**config.mk**
```make
export PLATFORM = sky130hd
export DESIGN_NAME = piso_register4_tx
export DESIGN_NICKNAME = d
export VERILOG_FILES = /design/src/rtl/piso_register4_tx_pkg.sv /design/src/rtl/piso_register4_tx_ctrl.sv /design/src/rtl/piso_register4_tx.sv
export SDC_FILE = /design/constraint.sdc
export NUM_CORES = 1
export LEC_CHECK = 0
export CAP_MARGIN = 5
export CORE_AREA = 2 2 39 41
export DETAILED_ROUTE_END_ITERATION = 10
export DIE_AREA = 0 0 41 43
export GPL_TIMING_DRIVEN = 0
export PLACE_DENSITY = 0.64
export SLEW_MARGIN = 20
export SYNTH_ARGS = -nofsm -noshare
export SYNTH_HDL_FRONTEND = slang
export SYNTH_SLANG_ARGS = --single-unit
```
**constraint.sdc**
```tcl
create_clock -name clk -period 2.5 [get_ports clk]
set_input_delay 0.5 -clock clk [delete_from_list [all_inputs] [get_ports clk]]
set_output_delay 0.5 -clock clk [all_outputs]
set_load 0.1 [all_outputs]
```
**src/rtl/piso_register4_tx_pkg.sv**
```systemverilog
// Shared definitions for the 4-bit PISO transmitter.
// Define PISO_PARITY_EN to append an even-parity bit (PAR state) to each frame.
package piso_register4_tx_pkg;

  localparam int DEFAULT_WIDTH = 4;

  typedef enum logic [1:0] {
    IDLE  = 2'd0,
`ifdef PISO_PARITY_EN
    PAR   = 2'd2,
`endif
    SHIFT = 2'd1
  } state_t;

  function automatic logic even_parity(input logic [DEFAULT_WIDTH-1:0] w);
    return ^w;
  endfunction

endpackage

```
**src/rtl/piso_register4_tx_ctrl.sv**
```systemverilog
// Frame sequencer: FSM plus bit counter, emitting load/shift/frame/done controls.
// The PAR state and par_en output exist only when PISO_PARITY_EN is defined.
module piso_ctrl
  import piso_register4_tx_pkg::*;
#(
  parameter int WIDTH = DEFAULT_WIDTH
) (
  input  logic clk,
  input  logic rst_n,
  input  logic load_valid,
  output logic load_ready,
  output logic load_en,
  output logic shift_en,
  output logic frame,
`ifdef PISO_PARITY_EN
  output logic par_en,
`endif
  output logic done_set
);

  localparam int CW = $clog2(WIDTH + 1);

  state_t        state, state_nxt;
  logic [CW-1:0] cnt, cnt_nxt;

  assign load_ready = (state == IDLE) & rst_n;

  always_ff @(posedge clk or negedge rst_n) begin
    if (!rst_n) begin
      state <= IDLE;
      cnt   <= '0;
    end else begin
      state <= state_nxt;
      cnt   <= cnt_nxt;
    end
  end

  always_comb begin
    state_nxt = state;
    cnt_nxt   = cnt;
    load_en   = 1'b0;
    shift_en  = 1'b0;
    frame     = 1'b0;
    done_set  = 1'b0;
`ifdef PISO_PARITY_EN
    par_en    = 1'b0;
`endif
    case (state)
      IDLE: begin
        if (load_valid && load_ready) begin
          load_en   = 1'b1;
          cnt_nxt   = '0;
          state_nxt = SHIFT;
        end
      end
      SHIFT: begin
        // Counter stops at WIDTH; the terminal cycle hands off to PAR or finishes.
        if (cnt != CW'(WIDTH)) begin
          shift_en = 1'b1;
          frame    = 1'b1;
          cnt_nxt  = cnt + 1'b1;
        end else begin
`ifdef PISO_PARITY_EN
          par_en    = 1'b1;
          frame     = 1'b1;
          state_nxt = PAR;
`else
          done_set  = 1'b1;
          state_nxt = IDLE;
`endif
        end
      end
`ifdef PISO_PARITY_EN
      PAR: begin
        done_set  = 1'b1;
        state_nxt = IDLE;
      end
`endif
      default: state_nxt = IDLE;
    endcase
  end

endmodule

```
**src/rtl/piso_register4_tx.sv**
```systemverilog
// Parallel-in/serial-out transmitter: shift register, parity, registered outputs.
// Define PISO_PARITY_EN to send an even-parity bit after the data bits.
module piso_register4_tx
  import piso_register4_tx_pkg::*;
#(
  parameter int WIDTH     = DEFAULT_WIDTH,
  parameter bit MSB_FIRST = 1'b1
) (
  input  logic           clk,
  input  logic           rst_n,
  input  logic [WIDTH:1] i,
  input  logic           load_valid,
  output logic           load_ready,
  output logic           sout,
  output logic           sframe,
  output logic           done
);

  logic [WIDTH:1] sreg;
  logic           head;
  logic           sout_nxt;
  logic           load_en, shift_en, frame, done_set;
`ifdef PISO_PARITY_EN
  logic           par_en;
  logic           par_q;
`endif

  piso_ctrl #(.WIDTH(WIDTH)) u_ctrl (
    .clk        (clk),
    .rst_n      (rst_n),
    .load_valid (load_valid),
    .load_ready (load_ready),
    .load_en    (load_en),
    .shift_en   (shift_en),
    .frame      (frame),
`ifdef PISO_PARITY_EN
    .par_en     (par_en),
`endif
    .done_set   (done_set)
  );

  assign head = MSB_FIRST ? sreg[WIDTH] : sreg[1];

  always_comb begin
    sout_nxt = 1'b0;
    if (shift_en) sout_nxt = head;
`ifdef PISO_PARITY_EN
    else if (par_en) sout_nxt = par_q;
`endif
  end

  always_ff @(posedge clk or negedge rst_n) begin
    if (!rst_n) begin
      sreg   <= '0;
      sout   <= 1'b0;
      sframe <= 1'b0;
      done   <= 1'b0;
    end else begin
      if (load_en)
        sreg <= i;
      else if (shift_en)
        sreg <= MSB_FIRST ? {sreg[WIDTH-1:1], 1'b0} : {1'b0, sreg[WIDTH:2]};
      sout   <= sout_nxt;
      sframe <= frame;
      done   <= done_set;
    end
  end

`ifdef PISO_PARITY_EN
  // Parity is taken from the word as captured, since the shift register is consumed.
  always_ff @(posedge clk or negedge rst_n) begin
    if (!rst_n)       par_q <= 1'b0;
    else if (load_en) par_q <= ^i;
  end
`endif

endmodule

```
=== Word level (Yosys, flattened, before mapping) ===
Index checks and enable logic that the tools add are counted.

* Input bits: 7
* Word-level logic and storage cells: 34
* Bits in registers: 12
* Output and inout bits: 4

* Eq/ne operators: 5
* Mux-type cells: 15
* $add $sub $neg: 1
* Bitwise operators: 1
* Reductions and logical operators: 6

{| class="wikitable"
|+ Operator list
! cell !! count
|-
| two-way mux 4 bit || 2
|-
| two-way mux 1 bit || 7
|-
| two-way mux 3 bit || 2
|-
| case mux 3 bit (2 select lines) || 1
|-
| two-way mux 2 bit || 2
|-
| != test 2 bit (second input constant) || 2
|-
| case mux 2 bit (2 select lines) || 1
|-
| nonzero test 2 bit || 2
|-
| adder 3 x 1 -> 3 bit (second input constant) || 1
|-
| != test 3 bit (second input constant) || 1
|-
| AND reduction 3 bit || 1
|-
| == test 2 x 1 -> 1 bit (second input constant) || 1
|-
| logical NOT 2 bit || 1
|-
| != test 2 x 1 -> 1 bit (second input constant) || 1
|-
| AND reduction 2 bit || 1
|-
| bitwise AND 1 bit || 1
|-
| logical AND 1 bit || 1
|}

=== Logic depth before layout (Yosys ltp) ===
* Word-level depth: 6
* Gate-level depth with buffers: 6
* Mapped depth without buffers: 6

=== Cells and area by module ===
From an unflattened synthesis, not the netlist that was laid out.

* Cells, all modules: 43
* Area, all modules: 505.5 um^2

{| class="wikitable"
|+ Modules (own cells, without submodules)
! module !! cells an instance !! times used !! sequential area each (um^2) !! area an instance (um^2)
|-
| piso_register4_tx || 20 || 1 || 175.2 || 257.7
|-
| piso_ctrl || 23 || 1 || 100.1 || 247.7
|}

=== Worst setup path after synthesis ===
No wires, ideal clock.

* Path kind: input -> output
* From: in rst_n
* To: out load_ready
* Arrival: 1.197 ns
* Setup slack: 0.803 ns
* Path buffers: 0
* Cell stages on the path: 1
* Data required time: 2.000 ns
* Path through: and2b_1

* Cells in the longest elaborated chain, start to end: 1

{| class="wikitable"
|+ RTL lines
! what !! line !! source
|-
| from (decl) || piso_register4_tx.sv:10 || <nowiki>input logic rst_n,</nowiki>
|-
| bitwise AND 1 bit || piso_register4_tx_ctrl.sv:26 || <nowiki>assign load_ready = (state == IDLE) & rst_n;</nowiki>
|-
| to (decl) || piso_register4_tx.sv:13 || <nowiki>output logic load_ready,</nowiki>
|}

Every way passes these cells.

=== Worst setup path after layout ===
Same ends and word-level chain as after synthesis.

==> metrics.yaml <==
outcome:
  outcome: "finished, final reports clean"
final_layout:
  stdcell_count: 74
  area_growth_pct: 30.8
  final_cell_mix: "dfrtp_1 (11), nand2_1 (8), clkdlybuf4s50_1 (8)"
  n_antenna_cell: 0
  fin_nets: 68
  drive_gt1_share_pct: 12.1
  layout_commonest_cell: "dfrtp_1"
timing:
  timing.hold.ws_ns: 0.327
  maxSlewViolCount: 0
  tightest_slew_ns: 0.959
  setup_tns_ns: 0
  period_minus_slack_ns: 2.29
  clock-skew-final_ns: 0.00126
  slew_headroom_pct: 35.9
  setup_viol: 0
  hold_viol: 0
  rsz0062_at_grt: "false"
  max_freq_ghz: 0.436
  fin_crit_sh_pct: 91.7
die:
  die-area_mm2: 0.00176
  start_util_pct: 34.4
  core_mm2: 0.00138
  fp.dieW_um: 41
  die_y_um: 43
  rows: 14
  num_io_pins: 11
pwr:
  seqPwrFrac_pct: 34.3
  p_per_area_mw_per_mm2: 1380
  internal-power_w: 0.000451
  pwr-share-comb_pct: 52.0
  power.total_w: 0.000859
  pwr-share-clk_pct: 13.7
  p_sw_share_pct: 47.5
  ir_drop_v: 0.000583
  p_leak_nw: 0.305
  switchingPower_w: 0.000408
clocking:
  clockRootBuffer: "clkbuf_4"
  cts_sinks: 11
  numCtsBuffers: 3
  post-cts-setup-buffers: 0
  cts_tree: "done"
  clk_latency_ns: 0.26
  clkTransAtPathRegs_ns: 0.07
  cts_max_path_buffers: 2
  ctsHtreeMaxLevel: 1
synth:
  ys_types: 18
  synth_warnings: 0
  netlist_instances: 44
  ys_seq_area_share_pct: 57.9
  synth_top_area_share_pct: 57.9
  synth.cell_area_um2: 475
  ys_ff_latch: 11
  yosys.area.top_type: "dfrtp_1"
  ys_top_cells_by_area: "dfrtp_1 (58%), nand2_1 (6.3%), ha_1 (5.3%)"
  syn-num-nets: 53
  syn_area_per_cell_um2: 10.8
routing:
  drcViolationCount: 0
  avgViaCountPerCell: 4.80
  drt.antenna.violating_nets: 0
  wl_per_cell_um: 11.2
  first_pass_iters: 4
  route.vias.total: 355
  drt_iter0_drc: 19
  wl_um: 826
placed_design:
  hpwlAfterDp_um: 583
  port_buffers: 10
  gp_congestion: 0.722
  dp.cells: 70
grt:
  grt_max_degree: 15
  gr-total-overflow: 0
  grt.total_usage_pct: 12.7
  grt_pass1_wl_mm: 1.44
  antenna_found_initial: 0
  grt_pass1_vias: 319
worst_setup_path:
  crit_family: "buffers and inverters"
  slowest_delay_ns: 0.55
  r2r_end: "sreg[3]$_DFFE_PN0P_"
  cp_cell_sequence: "dlygate4sd2_1, and2b_1, clkdlybuf4s15_2"
  criticalPathCategory: "input port to primary output"
  required_ns: 2.00
  end_kind: "primary output"
  cp.depth: 3
  r2r_cells: 6
  crit_arrival_ns: 1.79
  endpoint: "load_ready"
  crit_path_max_fanout: 14
  regToRegSetupSlack_ns: 1.23
  worstSetupStartpoint: "rst_n"
  path_buf_inv: 2
  crit_slowest_cell: "dlygate4sd2_1"
  start_kind: "input port"
  r2r_start: "u_ctrl.cnt[0]$_DFFE_PN0P_"
worst_hold_path:
  hold_class: "input port to asynchronous set/reset pin"
flow_run:
  drv_cap: 0
[logic make-up (layout without fill, tap and decap cells)]
family	count (synthesis)	in the layout	synth area share (%)
fa+ha+maj	2	2	5.26
flops	11	11	57.9
simple gates	19	19	20.0
buf+inv	3	17	3.42
compound gates	8	8	11.3
mux	1	1	2.11
[flip-flops by register name, summed over array words and instances, names as in the netlist]
signal and cells:
sout 1, sreg 4, u_ctrl.cnt 3, done 1, u_ctrl.state 1, sframe 1
[worst min-delay path by stage]
stage | start | endpoint | slack (ns) | cells after the start
6_report | rst_n | u_ctrl.cnt[2]$_DFFE_PN0P_ | 0.33 | 1
3_5_place_dp | sreg[4]$_DFFE_PN0P_ | sout$_DFF_PN0_ | 0.48 | 1
2_1_floorplan | rst_n | done$_DFF_PN0_ | 0.20 | 0
3_3_place_gp | sreg[4]$_DFFE_PN0P_ | sout$_DFF_PN0_ | 0.47 | 1
4_1_cts | rst_n | u_ctrl.cnt[0]$_DFFE_PN0P_ | 0.35 | 1
5_1_grt | rst_n | u_ctrl.cnt[1]$_DFFE_PN0P_ | 0.37 | 1
[layout make-up]
class	count	area, µm²
Inverter	3	16.3
Sequential cell	11	275
Fill cell	142	762
Timing Repair Buffer	10	100
Tap cell	16	20.0
Clock buffer	4	26.3
Multi-Input combinational cell	30	184
[power groups by stage]
stage               combinational [W]  sequential, W  clock, W
floorplan                    0.000210       0.000436         0
global placement             0.000448       0.000296         0
detailed placement           0.000451       0.000299         0
CTS                          0.000450       0.000295  0.000123
global route                 0.000485       0.000305  0.000136
finish                       0.000446       0.000295  0.000118
[cells in the mapped netlist]
library cell / instances
and2_1: 1
ha_1: 2
and2b_1: 1
inv_1: 2
o21ai_0: 2
nand3b_1: 1
a21oi_1: 4
a22oi_1: 1
and3b_1: 1
mux2i_1: 1
nor2_1: 2
nand2_1: 8
nand3_1: 3
inv_6: 1
nand2_2: 1
dfrtp_1: 11
a21bo_4: 1
and3_1: 1
[repair_timing]
| item | 4_1_cts | 5_1_grt |
|---|---|---|
| setup endpoints to repair | 1 | 0 |
| hold buffers | 0 | 0 |
| gates resized for setup | 4 | 0 |
[per-layer routing]
layer  up-vias  wire length, µm  GRT usage, %  share of wire, %
met5         -                0             0                 0
met4         0               19          12.0               2.3
met3         2               64          1.57               7.7
met2        16              370          15.0                45
met1       161              372          18.5                45
li1        176                -             -                 -
[per-stage QoR]
stage	setup WS (ns)	cell area, µm²	util [%]
after floorplan	0.803	475	-
after global placement	-0.677	596	43.0
after detailed placement	-0.695	596	43.0
after CTS	0.148	622	44.9
after global routing	0.0771	622	44.9
final	0.208	622	44.9
(Power assumes the default switching activity.)
==> edit 1: new RTL, same settings <==
`DEFAULT_WIDTH`: 4 -> 2.
--- a/src/rtl/piso_register4_tx_pkg.sv
+++ b/src/rtl/piso_register4_tx_pkg.sv
@@ -3,5 +3,5 @@
 package piso_register4_tx_pkg;
 
-  localparam int DEFAULT_WIDTH = 4;
+  localparam int DEFAULT_WIDTH = 2;
 
   typedef enum logic [1:0] {
Ports: changed (resized i); port bits go from 11 to 9. No check against the original RTL was run, so the function may have changed too.
==> edit 1 against the unedited design <==
Worst setup slack worse by 30 ps; area after synthesis decreased by 32%; cell area is 29% lower; largest cell class unchanged; sequential cell count down 3; first-iteration DRC count fell by 89%; global-route usage is 5.3 points lower; fmax fell by 1.3%; wire length is 38% lower.
Power is left out: the tool's default activity adds up to more than one toggle a clock period on the data nets, which glitch-free logic cannot reach.
==> edit 1: results (changes against the unedited design) <==
* Run status: completed
* Distinct cell type count after synthesis at 15 (-3)
* Worst EP arrival at 1820 ps (+30 ps)
* Worst hold margin at 493 ps (+165 ps)
* Registers with the most flip-flops: sreg: 2 flops, u_ctrl.cnt: 2 flops
* Headroom to the max-slew limit at 35.8% (about the same)
* Top fanout value on the critical path at 10 (-4)
* Area contributors post-synth: sky130_fd_sc_hd__dfrtp_1 (62%), sky130_fd_sc_hd__nand3_1 (4.7%), sky130_fd_sc_hd__o21ai_0 (4.7%)
* Worst min-delay path category: reg -> reg
* Adder and majority gate portion of the synthesized area at 3.89% (-1.4 points)
* Port bufs at 8 (-2)
* Number of detailed-route iterations in the first pass at 3 (-1)
* Compound-gate portion of the synthesized area at 6.23% (-5.1 points)
* DRC violation total after the first TritonRoute iteration at 2 (-17)
* Number of nets in the synthesized netlist at 34 (-36%)
* Estimated wirelength of the detail-placed design at 376 um (-36%)
* Number of fillers in the final layout at 150 (+5.6%)
* Share of cells above drive strength 1 at 15.4% (+3.3 points)
* Number of nets in the layout at 47 (-31%)
* Wirelength, routed at 508 um (-38%)
* Most frequent cells after synthesis: sky130_fd_sc_hd__dfrtp_1 (8), sky130_fd_sc_hd__inv_1 (3), sky130_fd_sc_hd__nand3_1 (3), sky130_fd_sc_hd__o21ai_0 (3)
* Mux cell area share after synthesis at 3.11% (+1.0 points)
* Setup Slack @ Placement at -568 ps (+127 ps)
* Routability-driven placement congestion ratio at 0.684 (-5.2%)
* Aggregate global-route resource usage at 7.40% (-5.3 points)
## edit 1: kinds of logic after synthesis
kind of cell,Yosys count
AND/OR/NAND/NOR,10
flip-flops,8
adder cells (fa/ha/maj),1
multiplexers,1
AO/OA/AOI/OAI,4
buffers and inverters,4
## edit 1: worst paths after layout
kind,end,cells after the start
worst min register to register,u_ctrl.cnt[0],1
max in group asynchronous,sout,1
worst min-delay path,u_ctrl.cnt[0],1
min in group asynchronous,u_ctrl.state[0],1
worst max-delay path,load_ready,3
worst max register to register,sreg[2],6
## edit 1: timing repair
item	in CTS	in global routing
gates resized for setup	3	2
cloned	0	0
endpoints found under the setup margin	1	1
pin swaps	0	0
## edit 1: area by class of cell
| cell class | count | area share [%] |
|---|---|---|
| Sequential cell | 8 | 45.6 |
| Clock buffer | 3 | 5.13 |
| Multi-Input combinational cell | 16 | 22.5 |
| Timing Repair Buffer | 8 | 17.1 |
| Inverter | 3 | 2.56 |
| Buffer | 1 | 2.56 |
| Tap cell | 16 | 4.56 |
## edit 1: metal layers
layer / vias up / wire length (um) / track usage (%)
li1: 114 / - / -
met4: 0 / 9 / 6.00
met1: 107 / 233 / 9.60
met5: - / 0 / 0
met2: 9 / 219 / 9.06
met3: 2 / 46 / 3.14
## edit 1: metrics by stage
| step | utilization (%) | instances | cell area (um^2) |
|---|---|---|---|
| after floorplan | - | 28 | 322 |
| after global placement | 30.5 | 52 | 422 |
| after detailed placement | 30.5 | 52 | 422 |
| after CTS | 32.2 | 55 | 445 |
| after global routing | 31.7 | 55 | 439 |
| final | 31.7 | 55 | 439 |
## edit 1: worst max-delay path: stages
cell                              delay [ps]
sky130_fd_sc_hd__clkdlybuf4s50_1         720
sky130_fd_sc_hd__nor2b_1                 170
sky130_fd_sc_hd__buf_2                   430
==> edit 2: new RTL, same settings <==
Made on the original files. The parameter `MSB_FIRST` goes from 1'b1 to 1'b0.
--- a/src/rtl/piso_register4_tx.sv
+++ b/src/rtl/piso_register4_tx.sv
@@ -5,5 +5,5 @@
 #(
   parameter int WIDTH     = DEFAULT_WIDTH,
-  parameter bit MSB_FIRST = 1'b1
+  parameter bit MSB_FIRST = 1'b0
 ) (
   input  logic           clk,
Behaviour: not the same (a bounded check fails within 4 cycles, from zero or initial values and one cycle with rst_n low).
==> edit 2 against the unedited design <==
Non-clock buffer count unchanged; core utilization down 0.18 points; global-route usage up 0.87 points; worst setup slack worse by 7.0 ps; sequential cell count unchanged; total power down 0.88%; critical path depth unchanged; cell area down 0.40%; cell count unchanged; die area unchanged; area after synthesis down 0.53%; hold slack about the same; wire length down 5.2%.
==> edit 2: results (changes against the unedited design) <==
* Run status: completed
* Reg-to-reg setup timing slack at 1230 ps (about the same)
* Synthesis Warnings at 0 (unchanged)
* GR Util met1 at 18.1% (-0.42 points)
* Placed inst area at 593 um^2 (-0.42%)
* Number of nets in the synthesized netlist at 53 (unchanged)
* Endpoint of the most critical register-to-register path: sreg[1]
* Setup Slack @ Placement at -678 ps (+17.0 ps)
* Most frequent cells after synthesis: sky130_fd_sc_hd__dfrtp_1 (11), sky130_fd_sc_hd__nand2_1 (7), sky130_fd_sc_hd__a21oi_1 (4)
* Proportion of register bits with asynchronous set or reset after synthesis at 100% (unchanged)
* Area share of xor/xnor cells in the synthesized design at 0% (unchanged)
* Startpoint of the worst setup timing path: rst_n
* Vias post-DR at 337 (-5.1%)
* Termination of the worst setup path: load_ready
* Routability-driven placement congestion ratio at 0.698 (-3.3%)
* Setup fix buffers added after clock tree synthesis at 0 (unchanged)
* Wirelength, routed at 783 um (-5.2%)
* Compound-gate portion of the synthesized area at 12.4% (+1.1 points)
* DRC violation total after the first TritonRoute iteration at 1 (-18)
* Bufs on Longest Clock Path at 2 (unchanged)
* Worst hold margin at 327 ps (-0.484 ps)
* Cell at the slowest stage of the critical path: sky130_fd_sc_hd__dlygate4sd2_1
* H-tree levels at 1 (unchanged)
* Share of cells above drive strength 1 at 12.1% (unchanged)
* Antenna violations before repair at 0 (unchanged)
* Met3 Use GR at 9.42% (+7.9 points)
* Distinct cell type count after synthesis at 18 (unchanged)
* Worst EP arrival at 1800 ps
* Met2 usage in global routing at 17.2% (+2.2 points)
* Adder and majority gate portion of the synthesized area at 5.29% (+0.028 points)
* Diode insertion count for antenna repair at 0 (unchanged)
* Setup Skew at 0.283 ps (-0.981 ps)
* Area contributors post-synth: sky130_fd_sc_hd__dfrtp_1 (58%), sky130_fd_sc_hd__nand2_1 (5.6%), sky130_fd_sc_hd__ha_1 (5.3%)
* Wire length of the first global-routing pass at 1.55 mm (+7.7%)
* Worst min-delay path category: in -> async
* Via count of the first global-routing pass at 353 (+11%)
* Slew of the pin with the lowest slew margin at 960 ps (+0.515 ps)
* Gate Count Post-Synth at 44 (unchanged)
* Registers with the most flip-flops: sreg: 4 flops, u_ctrl.cnt: 3 flops
* Synth Register Bits at 11 (unchanged)
* Aggregate global-route resource usage at 13.5% (+0.87 points)
* Top fanout value on the critical path at 14 (unchanged)
* Estimated wirelength of the detail-placed design at 575 um (-1.4%)
* Mux cell area share after synthesis at 2.12% (+0.011 points)
* Largest stage delay on the critical path at 560 ps
* Number of detailed-route iterations in the first pass at 2 (-2)
* Worst setup margin at 201 ps (-6.97 ps)
* Kind of cell adding the most delay to the critical path: buffers and inverters
* Final Hold Viols at 0 (unchanged)
* Leakage component of the power at 0.302 nW (-1.1%)
* R2R depth at 6 (unchanged)
* Number of nets in the layout at 68 (unchanged)
* Seq/Total Area, Yosys at 58.2% (+0.31 points)
* Insertion delay to the later sink of the worst-skew pair at 260 ps (about the same)
* Worst IR drop on VDD at 0.486 mV (-17%)
* Routed wire per std cell at 10.6 um (-5.2%)
-- edit 2: cell count changes in the layout (fill, tap and decap cells not counted), sizes merged --
cell / before / now
nor2: 2 / 3
inv: 3 / 4
o21ai: 2 / 3
nand2: 9 / 8
nand3: 3 / 2
and2: 1 / 0
-- edit 2: metal layers --
layer  wire length (um)  vias to the layer above
met5                  0                        -
met4                  0                        0
met3                 73                        0
met2                346                       13
met1                363                      148
li1                   -                      176
-- edit 2: layout make-up --
cell class | count | area, um^2
Inverter | 4 | 20.0
Timing Repair Buffer | 10 | 100
Sequential cell | 11 | 275
Tap cell | 16 | 20.0
Multi-Input combinational cell | 29 | 178
Clock buffer | 4 | 26.3
Fill cell | 145 | 764
-- edit 2: where the power goes --
group | total [mW] | internal [mW] | switching (mW)
combinational | 0.443 | 0.135 | 0.309
sequential | 0.289 | 0.251 | 0.0383
clock | 0.119 | 0.0618 | 0.0568
-- edit 2: repair_timing --
item	4_1_cts	5_1_grt
resized for setup	4	0
endpoints found under the setup margin	1	0
hold buffers	0	0
